--- src/rtl/cla_seq_adder.sv ---
// cla_seq_adder
// Multi-cycle WIDTH-bit adder/subtractor. It reuses one 4-bit carry-lookahead
// slice (cla4) over the operands, one nibble per cycle, least-significant
// nibble first. The carry between nibbles is held in a register.
//
// Ports:
//   clk       - sole clock, rising edge
//   rst       - synchronous, active-high reset
//   in_valid  - operands and mode present
//   in_ready  - block can accept an operation (IDLE only)
//   a, b      - WIDTH-bit operands
//   c_in      - carry-in for add (ignored when sub=1)
//   sub       - 1: compute a - b as a + ~b + 1
//   out_valid - s/c_out/ovf hold a completed operation (DONE only)
//   out_ready - consumer takes the result
//   s         - sum or difference
//   c_out     - carry out of bit WIDTH-1 (for sub, 1 means no borrow)
//   ovf       - two's-complement signed overflow

// 4-bit carry-lookahead slice: every carry is formed directly from the
// generate/propagate terms and c_in, with no ripple between bits.
module cla4 (
  input  logic [3:0] a,
  input  logic [3:0] b,
  input  logic       c_in,
  output logic [3:0] s,
  output logic       c_out
);
  logic [3:0] g;
  logic [3:0] p;
  logic [4:0] c;

  always_comb begin
    g    = a & b;
    p    = a ^ b;
    c[0] = c_in;
    c[1] = g[0] | (p[0] & c_in);
    c[2] = g[1] | (p[1] & g[0]) | (p[1] & p[0] & c_in);
    c[3] = g[2] | (p[2] & g[1]) | (p[2] & p[1] & g[0])
         | (p[2] & p[1] & p[0] & c_in);
    c[4] = g[3] | (p[3] & g[2]) | (p[3] & p[2] & g[1])
         | (p[3] & p[2] & p[1] & g[0]) | (p[3] & p[2] & p[1] & p[0] & c_in);
    s     = p ^ c[3:0];
    c_out = c[4];
  end
endmodule

module cla_seq_adder #(
  parameter int WIDTH = 32
) (
  input  logic             clk,
  input  logic             rst,
  input  logic             in_valid,
  output logic             in_ready,
  input  logic [WIDTH-1:0] a,
  input  logic [WIDTH-1:0] b,
  input  logic             c_in,
  input  logic             sub,
  output logic             out_valid,
  input  logic             out_ready,
  output logic [WIDTH-1:0] s,
  output logic             c_out,
  output logic             ovf
);
  localparam int NIB = WIDTH / 4;
  localparam int KW  = (NIB > 1) ? $clog2(NIB) : 1;
  localparam logic [KW-1:0] K_LAST = KW'(NIB - 1);

  typedef enum logic [1:0] {IDLE, RUN, DONE} state_t;

  state_t           state_q, state_d;
  logic [WIDTH-1:0] a_q, a_d;
  logic [WIDTH-1:0] b_q, b_d;       // effective B: already inverted for sub
  logic             carry_q, carry_d;
  logic [KW-1:0]    k_q, k_d;
  logic [WIDTH-1:0] s_q, s_d;
  logic             c_out_q, c_out_d;
  logic             ovf_q, ovf_d;

  logic             accept;
  logic [3:0]       nib_a, nib_b, nib_s;
  logic             nib_c;

  assign accept = in_valid && (state_q == IDLE);
  assign nib_a  = a_q[4*k_q +: 4];
  assign nib_b  = b_q[4*k_q +: 4];

  // The single shared slice; nibble k of the captured operands each RUN cycle.
  cla4 u_cla4 (
    .a     (nib_a),
    .b     (nib_b),
    .c_in  (carry_q),
    .s     (nib_s),
    .c_out (nib_c)
  );

  // State and datapath registers
  always_ff @(posedge clk) begin
    if (rst) begin
      state_q <= IDLE;
      carry_q <= 1'b0;
      k_q     <= '0;
      s_q     <= '0;
      c_out_q <= 1'b0;
      ovf_q   <= 1'b0;
    end else begin
      state_q <= state_d;
      carry_q <= carry_d;
      k_q     <= k_d;
      s_q     <= s_d;
      c_out_q <= c_out_d;
      ovf_q   <= ovf_d;
    end
    // Operand holding registers carry no control meaning; they are always
    // reloaded on accept before being used.
    a_q <= a_d;
    b_q <= b_d;
  end

  // Next-state logic
  always_comb begin
    state_d = state_q;
    case (state_q)
      IDLE:    if (accept) state_d = RUN;
      RUN:     if (k_q == K_LAST) state_d = DONE;
      DONE:    if (out_ready) state_d = IDLE;
      default: state_d = IDLE;
    endcase
  end

  // Datapath next values
  always_comb begin
    a_d     = a_q;
    b_d     = b_q;
    carry_d = carry_q;
    k_d     = k_q;
    s_d     = s_q;
    c_out_d = c_out_q;
    ovf_d   = ovf_q;
    case (state_q)
      IDLE: begin
        if (accept) begin
          a_d     = a;
          b_d     = sub ? ~b : b;
          carry_d = sub ? 1'b1 : c_in;
          k_d     = '0;
          s_d     = '0;
        end
      end
      RUN: begin
        s_d[4*k_q +: 4] = nib_s;
        carry_d         = nib_c;
        if (k_q == K_LAST) begin
          c_out_d = nib_c;
          // nib_s[3] is bit WIDTH-1 of the result in the last nibble.
          ovf_d   = (a_q[WIDTH-1] == b_q[WIDTH-1]) && (nib_s[3] != a_q[WIDTH-1]);
        end else begin
          k_d = k_q + KW'(1);
        end
      end
      default: ;
    endcase
  end

  // Outputs: decoded from registered state only
  always_comb begin
    in_ready  = (state_q == IDLE);
    out_valid = (state_q == DONE);
    s         = s_q;
    c_out     = c_out_q;
    ovf       = ovf_q;
  end
endmodule
--- config.mk ---
export PLATFORM = sky130hd
export DESIGN_NAME = cla_seq_adder
export DESIGN_NICKNAME = d
export VERILOG_FILES = /design/src/rtl/cla_seq_adder.sv
export SDC_FILE = /design/constraint.sdc
export NUM_CORES = 1
export LEC_CHECK = 0
export ABC_AREA = 1
export BUFFER_PORTS_ARGS = -buffer_cell sky130_fd_sc_hd__buf_2
export CAP_MARGIN = 20
export CORE_MARGIN = 2
export CORE_UTILIZATION = 49
export CTS_CLUSTER_DIAMETER = 200
export CTS_CLUSTER_SIZE = 25
export DETAILED_ROUTE_END_ITERATION = 7
export GPL_TIMING_DRIVEN = 0
export PLACE_DENSITY = 0.81
export SLEW_MARGIN = 20
export SYNTH_ARGS = -nofsm -noshare
export SYNTH_HDL_FRONTEND = slang
export SYNTH_HIERARCHICAL = 1
export SYNTH_SLANG_ARGS = --single-unit
--- constraint.sdc ---
create_clock -name clk -period 2.43 [get_ports clk]
set_clock_uncertainty 0.1 [all_clocks]
set_input_delay 0 -clock clk [delete_from_list [all_inputs] [get_ports clk]]
set_output_delay 0 -clock clk [all_outputs]
set_load 0.005 [all_outputs]
# After elaboration in Yosys (flattened, before gate mapping)
# Index checks and enable logic that the tools add are counted.
[totals] register_bits=104 output_inout_bits=36 wordCells=76
[classes] addsub=2 n_eq_ne=9 shifts=4 n_mux=14 bitwise_logic=30 reduce_logical=9
[op_table] cell="$mux 32" n=2
[op_table] cell="$pmux 32 s2" n=1
[op_table] cell="$shiftx 32x6->4" n=2
[op_table] cell="$neg 5->34" n=1
[op_table] cell="$shift 4x34->32 const A" n=1
[op_table] cell="$shiftx 4x34->32" n=1
[op_table] cell="$bwmux 32" n=1
[op_table] cell="$not 32->32" n=1
[op_table] cell="$and 1x1->1" n=16
[op_table] cell="$or 1x1->1" n=10
[op_table] cell="$xor 4x4->4" n=2
[op_table] cell="$mux 2" n=3
[op_table] cell="$mux 3" n=2
[op_table] cell="$pmux 2 s3" n=1
[op_table] cell="$pmux 3 s2" n=1
[op_table] cell="$reduce_and 2->1" n=3
[op_table] cell="$reduce_and 3->1" n=2
[op_table] cell="$and 4x4->4" n=1
[op_table] cell="$ne 2x1->1 const B" n=2
[op_table] cell="$ne 2x2->1 const B" n=2
[op_table] cell="$add 3x1->3 const B" n=1
[op_table] cell="$eq 3x3->1 const B" n=1
[op_table] cell="$eq 2x1->1 const B" n=1
[op_table] cell="$eq 2x2->1 const B" n=1
[op_table] cell="7 further kinds" n=9

# Longest topological paths before layout
# Gate-level depths: netlist of run 1.
[logic_depth] depth_word=10 depth_mapped=18 ltp_nobuf=16

# By module
# Netlist of run 1, hierarchy kept.
[by_module_without_submodules] module="cla_seq_adder" instances=1 cells_per_inst=485 area_each_um2=4684.5 seq_area_each_um2=2722.6
[by_module_without_submodules] module="cla4" instances=1 cells_per_inst=31 area_each_um2=188.9 seq_area_each_um2=0.0

# Worst setup path after synthesis of run 1
# Ideal clock, no wire load.
[synth_path] path_kind="register to register" startpoint="register state_q[0]" endpoint="register a_q[0], enable pin" setup_time_ps=418 t_arrival_ps=1895 setup_slack_ps=17 path_stages_with_launch=4 path_buffers=0 synth_period_minus_slack_ps=2413 cell_sequence="dfxtp_1 nor2_1 nand2_1 inv_1"
[synth_via] elab_chain_cells=3
[synth_rtl] item="from (decl)" line="71" source="state_t state_q, state_d;"
[synth_rtl] item="from (signal assigned)" line="107" source="state_q <= state_d;"
[synth_rtl] item="$logic_not 2->1 (*)"
[synth_rtl] item="named net in_ready" line="54" source="output logic in_ready,"
[synth_rtl] item="$logic_and 1x1->1" line="84" source="assign accept = in_valid && (state_q == IDLE);"
[synth_rtl] item="$reduce_and 2->1 (no line) (*)"
[synth_rtl] item="to (signal assigned)" line="116" source="a_q <= a_d;"
[synth_rtl] item="to (decl)" line="72" source="logic [WIDTH-1:0] a_q, a_d;"
# The timed path passes the listed nets; every way through them passes the cells marked *.
# A chain may end at the register's enable or synchronous reset.

# Final worst setup path of run 1
[layout_path] startpoint="register k_q[0]" endpoint="register s_q[23], in the netlist s[23]"
[layout_via] elab_chain_cells=10 elab_cells_between_ends=25 classes_between="add/sub (1); shift (4); mux (2); bitwise (18)"
[layout_rtl] item="from (decl)" line="75" source="logic [KW-1:0] k_q, k_d;"
[layout_rtl] item="from (signal assigned)" line="109" source="k_q <= k_d;"
[layout_rtl] item="$shiftx 32x6->4 (*)" line="86" source="assign nib_b = b_q[4*k_q +: 4];"
[layout_rtl] item="named net nib_b[2]" line="81" source="logic [3:0] nib_a, nib_b, nib_s;"
[layout_rtl] item="$xor 4x4->4" line="35" source="p = a ^ b;"
[layout_rtl] item="$and 1x1->1 (on tied branches)" line="39, 40"
[layout_rtl] item="$or 1x1->1 (tied with other cells)" line="39" source="c[3] = g[2] | (p[2] & g[1]) | (p[2] & p[1] & g[0])"
[layout_rtl] item="$or 1x1->1 / $and 1x1->1 (equally long branches)" line="39, 40"
[layout_rtl] item="$or 1x1->1 (*)" line="40" source="| (p[2] & p[1] & p[0] & c_in);"
[layout_rtl] item="$xor 4x4->4 (*)" line="43" source="s = p ^ c[3:0];"
[layout_rtl] item="named net nib_s[3]" line="81"
[layout_rtl] item="$shiftx 4x34->32 (*)" line="151" source="s_d[4*k_q +: 4] = nib_s;"
[layout_rtl] item="$bwmux 32 (*)" line="151"
[layout_rtl] item="$pmux 32 s2 (*)" line="140" source="case (state_q)"
[layout_rtl] item="to (signal assigned)" line="103" source="s_q <= '0;"
[layout_rtl] item="to (signal assigned)" line="110" source="s_q <= s_d;"
[layout_rtl] item="to (decl)" line="76" source="logic [WIDTH-1:0] s_q, s_d;"
# Marks and branches as above.

==> results.ini, run 1 <==
[floorplanning]
core_um2=9729
start_util=0.5009
dieHeight_um=103.7
top_level_ports=106
die_area_um2=10760
die_w_um=103.7
fp-row-count=36

[power]
combPwrFrac=0.296
p_int_mw=2.918
pwr-share-seq=0.461
powerDensity_nw_per_um2=637.5
ir_worst_vdd_uv=389.4
leakage_nw=2.873
switching_power_mw=1.480
pwr-share-clk=0.243
swShare=0.3366

[clock_network]
cts_tree=yes
worstSkewPairLatency_ns=0.40
cts.sinks=104
cts_max_path_buffers=2
cts_root_buffer=clkbuf_8
ctsHtreeMaxLevel=3
clkTransAtPathRegs_ns=0.10
numCtsBuffers=9

[detailed_routing]
via_count=4517
ant_nets=0
route.detailed.drc=0
vias_per_cell=5.302
wl_um=14320
firstDrtPassIters=5
drt_iter0_markers=346
wl_per_cell_um=16.81

[place]
dp_hpwl_um=8105
dp.cells=752
place_congestion=0.8730
place_ws_ns=-0.5593
port-buffer-count=103

[synthesis]
synth-seq-area-share=0.5587
synth_fp_nets=598
synth_edf_count=64
yosys_warnings=6
synthCells=516
synth_top_cell_by_area=edfxtp_1
yosys-top-cells-area=edfxtp_1 (39%), dfxtp_1 (16%), nand2_1 (8.5%)
ys_ff_latch=104
synth_cell_types=34
async_flop_share=0
synth_top_area_frac=0.3944
netlist_area_um2=4873
syn_area_per_cell_um2=9.445
ys.flop_type=edfxtp_1

[grt]
grt_pass1_wl_um=22140
grt_pass1_vias=4559
grt_start_max_net_pins=65
antenna_found_initial=0
grt-ovfl-total=0
grt_usage=0.2609

[cells_and_area]
fill_cells=698
fin_nets=796
final_cells=852
area.growth.synth_to_final_pct=41.57
final_util=0.7091
most-common-layout-cells=buf_2 (108), nand2_1 (100), dlygate4sd3_1 (71)
final_common_cell=buf_2
drive_gt1_frac=0.3213
antenna_cells=0

[run_status]
status=finished with violations
violations=setup timing

[critical_path]
max_stage_delay_ns=0.39
cp_max_fo=6
critPathKind=register to register
rr_endpoint=s[23]$_SDFFE_PP0P_
reg2reg_slack_ns=-0.20
crit-reg2reg-launch=k_q[0]$_SDFFE_PP0P_
cp-end-kind=register
critPathArrivalTime_ns=2.85
cpLargestDelayFamily=simple AND/OR/NAND/NOR gates
path_cells=inv_4 -> buf_8 -> buf_8 -> nor2_2 -> o22ai_2 -> nor2_1 -> nor2_2 -> ha_4 -> or2_1 -> nand2_2 -> nand3_2 -> nand2_4 -> nand3_4 -> nor2_4 -> nand2_1 -> a21oi_2
critPathBufInv=3
critPathLaunchType=register
r2r_cells=16
worstPathRequired_ns=2.65
crit_slowest_cell=dfxtp_4

[timing]
hold_viol=0
finalCriticalPeriod_ns=2.630
relSlewSlack=0.4791
rsz0062_at_grt=yes
setup_slack_ns=-0.2002
drv_slew=0
setup_violations=28
finalCritPeriodShare=1.082
worstMarginPinSlew_ns=0.7813
max_clock_freq_mhz=380.2
fin_hold_ws_ns=0.04936

[hold_path]
whs_endpoint=k_q[1]$_SDFFE_PP0P_
hp-class=input port to register
hp-start=in_valid
hold_depth=4

[run]
cap_violations=0

## what timing repair did
action,in CTS,in global routing
pin swaps,38,25
gates cloned,1,0
gates resized for setup,62,31
setup endpoints to repair,35,31
hold buffers,71,0
endpoints found under the hold margin,69,0
buffers inserted,7,5
## per-layer routing
metal | GRT usage | part of all wire
met5 | 0 | 0
met1 | 0.3079 | 0.38
met4 | 0.08398 | 0.029
met3 | 0.06042 | 0.074
met2 | 0.4702 | 0.51
## worst max-delay path by stage
| stage | start | end | slack (ns) | cells after the start |
|---|---|---|---|---|
| 2_1_floorplan | state_q[0]$_SDFFE_PP0P_ | a_q[0]$_DFFE_PP_ | 0.02 | 3 |
| 3_3_place_gp | k_q[1]$_SDFFE_PP0P_ | s[29]$_SDFFE_PP0P_ | -0.50 | 12 |
| 3_5_place_dp | k_q[1]$_SDFFE_PP0P_ | s[9]$_SDFFE_PP0P_ | -0.56 | 12 |
| 4_1_cts | k_q[0]$_SDFFE_PP0P_ | s[9]$_SDFFE_PP0P_ | -0.07 | 14 |
| 5_1_grt | k_q[0]$_SDFFE_PP0P_ | s[23]$_SDFFE_PP0P_ | -0.31 | 16 |
| 6_report | k_q[0]$_SDFFE_PP0P_ | s[23]$_SDFFE_PP0P_ | -0.20 | 16 |
## synthesized netlist by cell type, types with 2 or more instances
| cell | number |
|---|---|
| nand2_4 | 3 |
| a21oi_2 | 4 |
| nand2_2 | 8 |
| a21oi_1 | 35 |
| edfxtp_1 | 64 |
| o22ai_1 | 16 |
| nand2_1 | 111 |
| buf_6 | 2 |
| buf_4 | 4 |
| xnor2_1 | 2 |
| nand3_1 | 17 |
| inv_1 | 27 |
| buf_2 | 9 |
| o21ai_0 | 34 |
| nor2_1 | 66 |
| nand4_1 | 3 |
| o21ai_1 | 3 |
| dfxtp_1 | 40 |
| clkinv_1 | 6 |
| nand3_2 | 2 |
| xor2_1 | 33 |
| inv_4 | 2 |
| ha_1 | 11 |
| clkbuf_1 | 4 |
## state kept, by name, summed over array words and instances (netlist names)
| name | flops |
|---|---|
| b_q | 32 |
| carry_q | 1 |
| state_q | 2 |
| c_out | 1 |
| s | 32 |
| a_q | 32 |
| ovf | 1 |
| k_q | 3 |
## tightest hold or removal path: cells and delay by family
kind / cells / cell delay [ns]
AO/OA/AOI/OAI: 2 / 0.25
AND/OR/NAND/NOR: 1 / 0.17
buffers and inverters: 1 / 0.08
## area by class of cell
type / instances / area, µm² / area share
tap: 133 / 166.4 / 0.02412
inverter: 37 / 156.4 / 0.02267
timing repair buffer: 187 / 1344 / 0.1948
sequential: 104 / 2730 / 0.3957
multi-input combinational: 354 / 2133 / 0.3092
buffer: 21 / 183.9 / 0.02666
clock buffer: 9 / 123.9 / 0.01795
clock inverter: 7 / 61.31 / 0.008886
## cell families after synthesis
logic type,after synthesis,share of synthesized area
flops,104,0.5587
fa+ha+maj,12,0.03235
compound gates,94,0.1047
simple gates,213,0.1838
xor+xnor,35,0.06290
buf+inv,58,0.05751
## stage by stage
step / setup TNS, ns / instance area, µm² / power [mW]
final: -3.533 / 6899 / 4.398
after global routing: -6.181 / 6899 / 4.549
after CTS: -0.6694 / 6755 / 4.205
after detailed placement: -13.45 / 5558 / 2.891
after global placement: -38.03 / 5555 / 2.854
after floorplan: 0 / 4873 / 2.637
## power groups by stage
| stage | combinational [mW] | clock [mW] | sequential, mW |
|---|---|---|---|
| global placement | 0.791 | 0 | 2.06 |
| floorplan | 0.586 | 0 | 2.05 |
| finish | 1.30 | 1.07 | 2.03 |
| global route | 1.37 | 1.14 | 2.04 |
| CTS | 1.13 | 1.05 | 2.02 |
| detailed placement | 0.828 | 0 | 2.06 |
Power figures use the tool's default switching activity.
==> run 2, diff against run 1 <==
- SYNTH_HIERARCHICAL: 1 -> not set
==> run 2 against run 1 <==
Effect of this change:
- the run still ends with setup timing left
- largest cell class unchanged
- area after synthesis is 5.1% lower
- clock power hardly changed
- flip-flop and latch count stayed put
- largest power group unchanged
- power is 5.6% higher
- critical path type unchanged
- first-iteration DRC count is 13% higher
==> results.ini, run 2 <==
[run_status]
status=finished with violations
violations=setup timing

[cells_and_area]
final_cells=808  ; -5.2%
area.growth.synth_to_final_pct=53.87
drive_gt1_frac=0.3773  ; +0.05605
fin_nets=775  ; -2.6%
most-common-layout-cells=buf_2 (108), nand2_1 (74), dlygate4sd3_1 (71)
final_util=0.7737  ; +0.06464
final_common_cell=buf_2
final_area_um2=7116  ; +3.1%
antenna_cells=0  ; unchanged

[synthesis]
synth_top_area_frac=0.4156  ; +0.02123
synth_edf_count=64  ; unchanged
synth_xor_area_frac=0.06250  ; -0.0004012
yosys-top-cells-area=edfxtp_1 (42%), dfxtp_1 (17%), nand2_1 (7.2%)
synth-seq-area-share=0.5887  ; +0.03008
synth-compound-area-share=0.1096  ; +0.004828
synth_common_cells=nand2_1 (89), edfxtp_1 (64), nor2_1 (55)
synth_fa_ha_area_frac=0.03680  ; +0.004447
async_flop_share=0  ; unchanged
synth_cell_types=25  ; -26%
syn_area_per_cell_um2=9.798  ; +3.7%
ys_ff_latch=104  ; unchanged
synth_top_family_by_area=simple AND/OR/NAND/NOR gates
yosys_warnings=0  ; -6
yosysMostFrequentCell=nand2_1
synth_top_cell_by_area=edfxtp_1
synth-simple-area-share=0.1661  ; -0.01770
synthCells=472  ; -8.5%
ys.flop_type=edfxtp_1
synth.area.mux_share=0  ; unchanged
synth_fp_nets=555  ; -7.2%
netlist_area_um2=4624  ; -5.1%

[critical_path]
cp_common_cell=nand2_1
cp_max_fo=8  ; +2
path_cells=buf_8 -> clkinvlp_4 -> buf_8 -> o21ai_1 -> o22ai_1 -> nand2_1 -> nand2_2 -> ha_4 -> nand2_1 -> nand2_1 -> nand2_2 -> nand3_2 -> nand3_4 -> nor2_4 -> nand3_1 -> a21oi_1
critPathArrivalTime_ns=3.07  ; +0.22 ns
worstPathRequired_ns=2.64  ; about the same
cpLargestDelayFamily=simple AND/OR/NAND/NOR gates
crit_slowest_cell=dfxtp_4
critPathBufInv=3  ; unchanged
max_stage_delay_ns=0.38  ; about the same
critPathKind=register to register
cp-end-kind=register
critPathLaunchType=register

[grt]
grt_util_met3=0.05383  ; -0.006585
use_met2=0.4615  ; -0.008660
gr-usage-met1=0.3045  ; -0.003396
grt_usage=0.2597  ; -0.001250
grt_start_max_net_pins=49  ; -25%
grt_pass1_wl_um=20600  ; -6.9%
top_usage_layer=met2
grt_pass1_vias=4404  ; -3.4%
grt-ovfl-total=0  ; unchanged
antenna_found_initial=0  ; unchanged

[power]
swShare=0.3344  ; -0.002118
leakage_nw=2.851  ; -0.75%
powerDensity_nw_per_um2=652.5  ; +2.3%
pwr-share-seq=0.437  ; -0.024
pwr-share-clk=0.237  ; -0.006
ir_worst_vdd_uv=466.1  ; +20%
combPwrFrac=0.326  ; +0.030
p_int_mw=3.090  ; +5.9%
total_power_mw=4.643  ; +5.6%
switching_power_mw=1.553  ; +4.9%

[detailed_routing]
firstDrtPassIters=6  ; +1
wl_um=15260  ; +6.5%
drt_iter0_markers=391  ; +13%
via_count=4632  ; +2.5%
vias_per_cell=5.733  ; +8.1%
ant_nets=0  ; unchanged
wl_per_cell_um=18.88  ; +12%
route.detailed.drc=0  ; unchanged

[timing]
setup_violations=35  ; +25%
finalCriticalPeriod_ns=2.863  ; +0.2323 ns
hold_viol=0  ; unchanged
drv_slew=0  ; unchanged
rsz0062_at_grt=yes
setup_slack_ns=-0.4325  ; -0.2323 ns
worstMarginPinSlew_ns=0.6318  ; -0.1495 ns
finalCritPeriodShare=1.178  ; +0.09561
max_clock_freq_mhz=349.3  ; -8.1%
relSlewSlack=0.5788  ; +0.09968

[place]
port-buffer-count=103  ; unchanged
placed_cell_area_um2=5328  ; -4.1%
dp.cells=687  ; -8.6%
place_congestion=0.8933  ; +2.3%
place_ws_ns=-0.6585  ; -0.09916 ns
dp_hpwl_um=7707  ; -4.9%

[floorplanning]
die_area_um2=10230  ; -4.9%
start_util=0.5029  ; +0.001957
fp-row-count=35  ; -2.8%
core_um2=9196  ; -5.5%
top_level_ports=106  ; unchanged
dieHeight_um=101.1  ; -2.5%
die_w_um=101.1  ; -2.5%

[clock_network]
cts.sinks=104  ; unchanged
clkTransAtPathRegs_ns=0.10  ; about the same
ctsHtreeMaxLevel=3  ; unchanged
cts_tree=yes
numCtsBuffers=9  ; unchanged
cts_root_buffer=clkbuf_8
cts_max_path_buffers=2  ; unchanged
worstSkewPairLatency_ns=0.38  ; -0.02 ns

[run]
cap_violations=0  ; unchanged

[hold_path]
hp-class=input port to register

run 2: cell count changes after synthesis, moves of 4 or more:
cell / change
nand3_1: +10
nand2_2: -7
buf_4: -4
a21oi_1: +5
inv_1: -8
nand2_1: -22
nor2_1: -11
nor4_1: +4
a21oi_2: -4
clkbuf_1: +10
buf_2: -4
run 2: routing by layer:
| layer | share of wire | wire length [µm] | up-vias |
|---|---|---|---|
| met1 | 0.36 | 5534 | 2151 |
| met4 | 0.059 | 895 | 0 |
| met3 | 0.083 | 1271 | 96 |
| met5 | 0 | 0 | - |
| met2 | 0.50 | 7553 | 318 |
| li1 | - | - | 2067 |
run 2: tightest hold or removal path, delay by kind of cell:
kind,cells,cell delay [ns]
AOI/OAI and AO/OA,2,0.41
buffers and inverters,1,0.18
run 2: cell type report:
type,instances,area [µm²]
buffer,21,162.7
clock buffer,11,152.6
clock inverter,5,45.04
fill,501,2081
inverter,22,100.1
multi-input combinational,325,2242
sequential,104,2730
tap,111,138.9
timing repair buffer,209,1544
run 2: kinds of logic (layout without fill, tap and decap cells):
kind of cell | Yosys count | in the layout
adders and majority gates | 13 | 13
DFF | 104 | 104
buffers and inverters | 43 | 268
AOI/OAI and AO/OA | 95 | 95
and+or+nand+nor | 184 | 184
xor gates and xnor gates | 33 | 33
run 2: worst paths after layout:
path                            start                   end  slack (ns)  cells past startpoint
setup / recovery  k_q[0]$_SDFFE_PP0P_    s[27]$_SDFFE_PP0P_       -0.43                     16
hold / removal                    sub  carry_q$_SDFFE_PP0P_        0.16                      3
setup reg to reg  k_q[0]$_SDFFE_PP0P_    s[27]$_SDFFE_PP0P_       -0.43                     16
hold reg to reg     s[2]$_SDFFE_PP0P_     s[2]$_SDFFE_PP0P_        0.37                      2
run 2: power by group through the flow:
stage | Sequential, mW | Clock [mW] | Combinational (mW)
finish | 2.03 | 1.10 | 1.52
global route | 2.04 | 1.17 | 1.59
CTS | 2.02 | 1.08 | 1.11
detailed placement | 2.06 | 0 | 0.750
global placement | 2.06 | 0 | 0.723
floorplan | 2.05 | 0 | 0.514
run 2: repair_timing:
action / in CTS / in global routing
resized for setup: 77 / 84
cloned: 1 / 2
pin swaps: 16 / 45
hold endpoints to repair: 100 / 0
endpoints found under the setup margin: 35 / 35
buffers inserted: 11 / 20
hold buffers: 71 / 0
run 2: per-stage QoR:
step / hold slack (ns) / setup TNS [ns]
2_1_floorplan: -0.001131 / -0.03022
3_3_place_gp: 0.07843 / -14.93
3_5_place_dp: 0.07809 / -16.16
4_1_cts: 0.06651 / -1.074
5_1_grt: 0.1531 / -14.33
6_report: 0.1648 / -10.47
